[src/rtl/temp_fifo_avg.sv]
// temp_fifo_avg: buffers 8-bit temperature samples in a small FIFO and
// drains them into a windowed averager with a valid/ready output.
// Each average is compared against an alarm threshold. Writes that arrive
// while the FIFO is full are dropped and latched in a sticky overflow flag.
module temp_fifo_avg #(
    parameter int         DEPTH       = 8,
    parameter int         ADDR_W      = 3,
    parameter int         AVG_SHIFT   = 2,
    parameter logic [7:0] ALARM_LEVEL = 8'd200
) (
    input  logic            clk,
    input  logic            reset,
    input  logic            wr_fifo_en,
    input  logic [7:0]      data_to_fifo,
    output logic            fifo_full,
    output logic            fifo_empty,
    output logic [ADDR_W:0] fifo_count,
    output logic            overflow,
    output logic [7:0]      avg_data,
    output logic            avg_valid,
    input  logic            avg_ready,
    output logic            alarm
);

    // Accumulator holds AVG_N samples of 8 bits without overflow.
    localparam int ACC_W = 8 + AVG_SHIFT;
    // The counter is one bit wider than strictly needed so AVG_SHIFT = 0
    // still yields a legal non-zero width.
    localparam int CNT_W = AVG_SHIFT + 1;
    localparam logic [CNT_W-1:0]  LAST_CNT = CNT_W'((2 ** AVG_SHIFT) - 1);
    localparam logic [ADDR_W:0]   FULL_CNT = (ADDR_W + 1)'(DEPTH);

    typedef enum logic {
        ACCUM = 1'b0,
        OUT   = 1'b1
    } state_t;

    // Storage: no reset, contents are only meaningful between the pointers.
    logic [7:0] mem [DEPTH];

    logic [ADDR_W-1:0] wr_ptr_q, wr_ptr_d;
    logic [ADDR_W-1:0] rd_ptr_q, rd_ptr_d;
    logic [ADDR_W:0]   count_q, count_d;
    logic              overflow_q, overflow_d;
    state_t            state_q, state_d;
    logic [ACC_W-1:0]  acc_q, acc_d;
    logic [CNT_W-1:0]  cnt_q, cnt_d;
    logic [7:0]        avg_data_q, avg_data_d;
    logic              avg_valid_q, avg_valid_d;
    logic              alarm_q, alarm_d;

    logic              push;
    logic              pop;
    logic [7:0]        sample;
    logic [ACC_W-1:0]  sum;
    logic [7:0]        avg_now;

    // Flags come straight from the registered count, so a freshly written
    // sample is only visible to the reader one cycle later.
    assign fifo_full  = (count_q == FULL_CNT);
    assign fifo_empty = (count_q == '0);
    assign fifo_count = count_q;
    assign overflow   = overflow_q;
    assign avg_data   = avg_data_q;
    assign avg_valid  = avg_valid_q;
    assign alarm      = alarm_q;

    assign push    = wr_fifo_en && !fifo_full;
    assign pop     = (state_q == ACCUM) && !fifo_empty;
    assign sample  = mem[rd_ptr_q];
    assign sum     = acc_q + ACC_W'(sample);
    assign avg_now = sum[ACC_W-1:AVG_SHIFT];

    // Sample storage write port.
    always_ff @(posedge clk) begin
        if (push) begin
            mem[wr_ptr_q] <= data_to_fifo;
        end
    end

    // FIFO pointer, occupancy and sticky overflow next-state.
    always_comb begin
        wr_ptr_d   = wr_ptr_q;
        rd_ptr_d   = rd_ptr_q;
        count_d    = count_q;
        overflow_d = overflow_q;
        if (push) begin
            wr_ptr_d = wr_ptr_q + 1'b1;
        end
        if (pop) begin
            rd_ptr_d = rd_ptr_q + 1'b1;
        end
        case ({push, pop})
            2'b10:   count_d = count_q + 1'b1;
            2'b01:   count_d = count_q - 1'b1;
            default: count_d = count_q;
        endcase
        if (wr_fifo_en && fifo_full) begin
            overflow_d = 1'b1;
        end
    end

    // Averager: accumulate AVG_N pops, present the mean, wait for handshake.
    always_comb begin
        state_d     = state_q;
        acc_d       = acc_q;
        cnt_d       = cnt_q;
        avg_data_d  = avg_data_q;
        avg_valid_d = avg_valid_q;
        alarm_d     = alarm_q;
        case (state_q)
            ACCUM: begin
                if (pop) begin
                    if (cnt_q == LAST_CNT) begin
                        avg_data_d  = avg_now;
                        avg_valid_d = 1'b1;
                        alarm_d     = (avg_now >= ALARM_LEVEL);
                        acc_d       = '0;
                        cnt_d       = '0;
                        state_d     = OUT;
                    end else begin
                        acc_d = sum;
                        cnt_d = cnt_q + 1'b1;
                    end
                end
            end
            OUT: begin
                if (avg_valid_q && avg_ready) begin
                    avg_valid_d = 1'b0;
                    state_d     = ACCUM;
                end
            end
            default: state_d = ACCUM;
        endcase
    end

    // State registers; reset discards FIFO contents and partial windows.
    always_ff @(posedge clk or posedge reset) begin
        if (reset) begin
            wr_ptr_q    <= '0;
            rd_ptr_q    <= '0;
            count_q     <= '0;
            overflow_q  <= 1'b0;
            state_q     <= ACCUM;
            acc_q       <= '0;
            cnt_q       <= '0;
            avg_data_q  <= '0;
            avg_valid_q <= 1'b0;
            alarm_q     <= 1'b0;
        end else begin
            wr_ptr_q    <= wr_ptr_d;
            rd_ptr_q    <= rd_ptr_d;
            count_q     <= count_d;
            overflow_q  <= overflow_d;
            state_q     <= state_d;
            acc_q       <= acc_d;
            cnt_q       <= cnt_d;
            avg_data_q  <= avg_data_d;
            avg_valid_q <= avg_valid_d;
            alarm_q     <= alarm_d;
        end
    end

endmodule

[config.mk]
export PLATFORM = sky130hd
export DESIGN_NAME = temp_fifo_avg
export DESIGN_NICKNAME = d
export VERILOG_FILES = /design/src/rtl/temp_fifo_avg.sv
export SDC_FILE = /design/constraint.sdc
export NUM_CORES = 1
export LEC_CHECK = 0
export BUFFER_PORTS_ARGS = -buffer_cell sky130_fd_sc_hd__buf_2
export CAP_MARGIN = 20
export CORE_ASPECT_RATIO = 1.1
export CORE_MARGIN = 5
export CORE_UTILIZATION = 32
export DETAILED_ROUTE_END_ITERATION = 8
export SLEW_MARGIN = 0
export SYNTH_ARGS = -nofsm -noshare
export SYNTH_HDL_FRONTEND = slang
export SYNTH_SLANG_ARGS = --single-unit
[constraint.sdc]
create_clock -name clk -period 6.8 [get_ports clk]
set_input_delay 1.36 -clock clk [delete_from_list [all_inputs] [get_ports clk]]
set_output_delay 1.36 -clock clk [all_outputs]
set_load 0.1 [all_outputs]
Yosys cells after proc, flatten, opt, wreduce, memory -nomap -nowiden
Memory sizes are Yosys's and may differ from the RTL's.
Cells that the tools add are included.
- register bits after elaboration: 35
- bits in writable memories: 64
- bits of input ports: 12
- memories: 1
- add/subtract/negate cells: 6
- bitwise operators: 1
- reduce and logical (&&, ||, !) cells: 11
- mux-type cells: 13
- equal/unequal tests: 7
- magnitude comparators: 1
- memories (name ; depth ; bits a word ; rd ports ; clocked after Yosys merged registers in ; wr ports ; RTL line ; source):
    mem ; 8 ; 8 ; 1 ; 0 ; 1 ; 39 ; logic [7:0] mem [DEPTH];
- operators with widths (kind ; count):
    adder 10 x 8 -> 10 bit ; 1
    two-way mux 10 bit ; 1
    adder 3 x 1 -> 3 bit (second input constant) ; 3
    greater-or-equal comparator 8 bit (second input constant) ; 1
    two-way mux 1 bit ; 8
    case mux 4 bit (2 select lines) ; 1
    AND reduction 3 bit ; 2
    adder 4 x 1 -> 4 bit (second input constant) ; 1
    == test 4 bit (second input constant) ; 1
    logical AND 1 bit ; 4
    zero test 4 bit ; 1
    inequality test 2 x 1 -> 1 bit (second input constant) ; 2
    case mux 1 bit (2 select lines) ; 2
    subtractor 4 x 1 -> 4 bit (second input constant) ; 1
    == test 3 x 2 -> 1 bit (second input constant) ; 1
    two-way mux 3 bit ; 1
    == test 2 x 1 -> 1 bit (second input constant) ; 1
    == test 2 bit (second input constant) ; 1
    zero test 1 bit ; 2
    inequality test 2 bit (second input constant) ; 1
    AND reduction 2 bit ; 1
    nonzero test 2 bit ; 1
    inverter 1 bit ; 1

Logic depth before layout (Yosys ltp)
- depth after elaboration: 5
- mapped depth: 11
- gate-level depth less buffers: 10

Worst setup path after synthesis
Ideal clock, no wire load.
- path kind: register -> register
- start: register count_q[3], in the netlist fifo_count[3]
- end: register count_q[3], in the netlist fifo_count[3]
- slack: 0.670 ns
- data required time: 6.638 ns
- cell stages (with the launch flop): 11
- data arrival time: 5.967 ns
- cells stage by stage: dfrtp_1 > nor4b_1 > nor2b_1 > inv_1 > ha_1 > ha_1 > a21o_1 > a21oi_1 > xnor2_1 > nor2_1 > xor2_1
- longest elaborated chain between the ends: 5
- elaborated cells on any way between the ends: 12
- those cells by class: 2 x add/sub; 3 x eq/ne; 1 x mux; 6 x reduce/logical
- ends and longest elaborated chain (item ; RTL line ; source):
    start: declaration ; 43 ; logic [ADDR_W:0] count_q, count_d;
    start signal: assignment ; 153 ; count_q <= count_d;
    == test 4 bit * ; 60 ; assign fifo_full = (count_q == FULL_CNT);
    via fifo_full ; 15 ; output logic fifo_full,
    zero test 1 bit * ; 68 ; assign push = wr_fifo_en && !fifo_full;
    logical AND 1 bit * ; 68 ;
    == test 2 x 1 -> 1 bit / == test 2 bit (equally long branches) ; 93 ; case ({push, pop})
    case mux 4 bit (2 select lines) / nonzero test 2 bit (equally long branches) ; - ;
The timed path passes the listed nets; every way through them passes the cells marked *.
A chain may end at the register's enable or synchronous reset.

Final worst setup path
- start: register rd_ptr_q[0]
- end: register alarm_q, in the netlist alarm
- longest elaborated chain between the ends: 3
- ends and longest elaborated chain (item ; RTL line ; source):
    start: declaration ; 42 ; logic [ADDR_W-1:0] rd_ptr_q, rd_ptr_d;
    start signal: assignment ; 152 ; rd_ptr_q <= rd_ptr_d;
    memory read (8 x 8 bit) ; - ;
    adder 10 x 8 -> 10 bit ; 71 ; assign sum = acc_q + ACC_W'(sample);
    greater-or-equal comparator 8 bit ; 117 ; alarm_d = (avg_now >= ALARM_LEVEL);
    end signal: assignment ; 160 ; alarm_q <= alarm_d;
    end: declaration ; 50 ; logic alarm_q, alarm_d;
No other way between the ends.

==> results.toml <==
[sta]
hold_violations = 0
tightest_slew_ns = 0.9494
fmax_ghz = 0.2798
fin_skew_ns = 0.007397
fin_setup_tns_ns = 0
finalCriticalPeriod_ns = 3.574
maxSlewViolCount = 0
setup_viol = 0
finalCritPeriodShare_pct = 52.56
rsz0062_at_grt = "false"
relSlewSlack_pct = 36.47

[critical_path]
worstPathRequired_ns = 7.04
critPathLaunch = "rd_ptr_q[0]"
reg2reg_slack_ns = 3.23
crit_arrival_ns = 3.81
startpoint_type = "register"
reg2reg_from = "rd_ptr_q[0]"
path_class = "register to register"
endpoint_kind = "register"
cp_max_fo = 10

[final_layout]
layout.nets = 363
areaGrowthSynthToFinish_pct = 14.17
num_antenna_cells = 0
fillers = 1287
drive_above_1_share_pct = 22.12

[clocking]
cts_setup_buffers = 0
clkSinkCount = 99
clockRootBuffer = "clkbuf_16"
cts_hold_buf = 0
path_clk_slew_ns = 0.07
htree_levels = 3
clockBufferDepth = 2
clk_latency_ns = 0.35
tritoncts = "yes"
cts_resized = 0
cts_inserted_buffers = 9

[logic_synthesis]
synth_area_per_cell_sq_um = 14.53
synthTopCellsByArea = "edfxtp_1 44%, dfrtp_1 20%, mux4_2 8.2%"
synth_ff_type = "edfxtp_1"
ys_warn_count = 0
syn_area_sq_mm = 0.004388
yosysUniqueCellTypes = 45
syn-num-nets = 330
postSynth.asyncResetShare_pct = 35.35
yosysMostFrequentCell = "edfxtp_1"
yosysSeqAreaShare_pct = 63.76
syn_inst = 302
ys_top_cells_by_count = "64 x edfxtp_1, 39 x nand2_1, 35 x dfrtp_1"
synth-edff-count = 64
synth_seq_cells = 99
synth_top_area_cell = "edfxtp_1"
synth_top_area_share_pct = 43.80

[route]
firstDrtPassIters = 4
dr_total_vias = 2482
wl_microns = 8298
avgRoutedWirePerCell_microns = 15.87
drcViolationCount = 0
final_antenna_net_count = 0
vias_per_cell = 4.746
drtIter0Drc = 165

[place]
gp_congestion = 0.7775
port_buffers = 28
hpwl_microns = 5532

[run]
max-cap-violations = 0

[floorplanning]
die_h_microns = 132.8
fp-row-count = 44
core_region_area_sq_mm = 0.01332
die_w_microns = 121.7
initial_utilization_pct = 32.94
ios = 29
dieArea_sq_mm = 0.01616

[min_path]
worstHoldStart = "avg_data[2]"
hold_class = "register to register"

[global_routing]
antenna_found_initial = 0
grt_pass1_vias = 2567
grt_max_degree = 36
grt_first_pass_wirelength_microns = 13760
overflow = 0
grt_usage_pct = 11.35

[status]
outcome = "complete, no violations"
## flip-flops by register name (all words and copies together) (netlist names)
signal      cells
avg_valid       1
state_q         1
acc_q          10
cnt_q           3
wr_ptr_q        3
avg_data        8
rd_ptr_q        3
mem            64
overflow        1
fifo_count      4
alarm           1
## placed cells by master, fill, tap and decap left out, types with 2 or more instances in the layout
cell,Yosys,routed
edfxtp_1,64,64
xor2_1,6,6
o21ai_0,12,12
a22o_1,7,7
mux2_2,8,8
fa_1,2,2
nor2_1,20,20
a21boi_0,2,2
a21o_1,2,2
dfrtp_1,35,35
clkbuf_16,0,9
nand2_1,39,39
nor3_2,0,2
nor2b_1,3,3
buf_2,2,28
mux4_2,16,16
ha_1,14,14
a21oi_1,9,9
xnor2_1,6,6
inv_1,10,10
mux2i_1,3,3
nand3_1,6,6
inv_6,0,2
nand2b_1,8,8
clkinv_1,0,2
## worst max-delay path: stages (launching register included)
cell,delay (ns)
dfrtp_1,0.75
buf_8,0.24
mux4_2,0.51
mux2_2,0.28
ha_1,0.20
fa_1,0.42
a211oi_1,0.28
nor2_1,0.10
o221ai_1,0.20
xor2_1,0.13
o41ai_1,0.36
## cells by family (layout without fill, tap and decap cells)
group / count (synthesis) / in the layout / synth area share [%]
flip-flops: 99 / 99 / 63.76
AND/OR/NAND/NOR: 87 / 87 / 9.296
AO/OA/AOI/OAI: 42 / 42 / 6.416
multiplexers: 28 / 28 / 11.29
buffers and inverters: 18 / 55 / 1.939
adder cells (fa/ha/maj): 16 / 16 / 4.905
XOR/XNOR: 12 / 12 / 2.395
## per-stage QoR
| step | instances | hold WS, ns | setup WS [ns] | area [sq um] | utilization, % |
|---|---|---|---|---|---|
| after floorplan | 302 | 0.4387 | 0.6701 | 4388 | - |
| after global placement | 507 | 0.4351 | 3.028 | 4728 | 35.49 |
| after detailed placement | 507 | 0.4573 | 3.001 | 4728 | 35.49 |
| after CTS | 522 | 0.4729 | 2.940 | 4995 | 37.49 |
| after global routing | 523 | 0.4886 | 2.890 | 5010 | 37.60 |
| final | 523 | 0.4666 | 3.226 | 5010 | 37.60 |
## final timing paths
path,cells after the start,end
worst max-delay path,10,alarm
worst min-delay path,2,avg_data[2]
worst max register to register,10,alarm
worst min register to register,2,avg_data[2]
max in group asynchronous,3,avg_data[6]
min in group asynchronous,3,state_q
## routing by layer
layer  vias to the layer above  GRT usage [%]  routed length [microns]
li1                       1188              -                        -
met1                      1227          14.19                     3731
met2                        53          17.97                     3999
met3                        14          4.355                      429
met4                         0          3.985                      137
met5                         -              0                        0
## cell type report
type,instances,area [sq um],area share (%)
Clock buffer,9,225.2,4.496
Clock inverter,6,41.29,0.8242
Multi-Input combinational cell,185,1515,30.24
Sequential cell,99,2798,55.84
Inverter,10,37.54,0.7493
Tap cell,184,230.2,4.595
Timing Repair Buffer,30,162.7,3.247
Power is not shown: default switching activity piles up to over one toggle a cycle in this logic, so the estimate is an artifact.
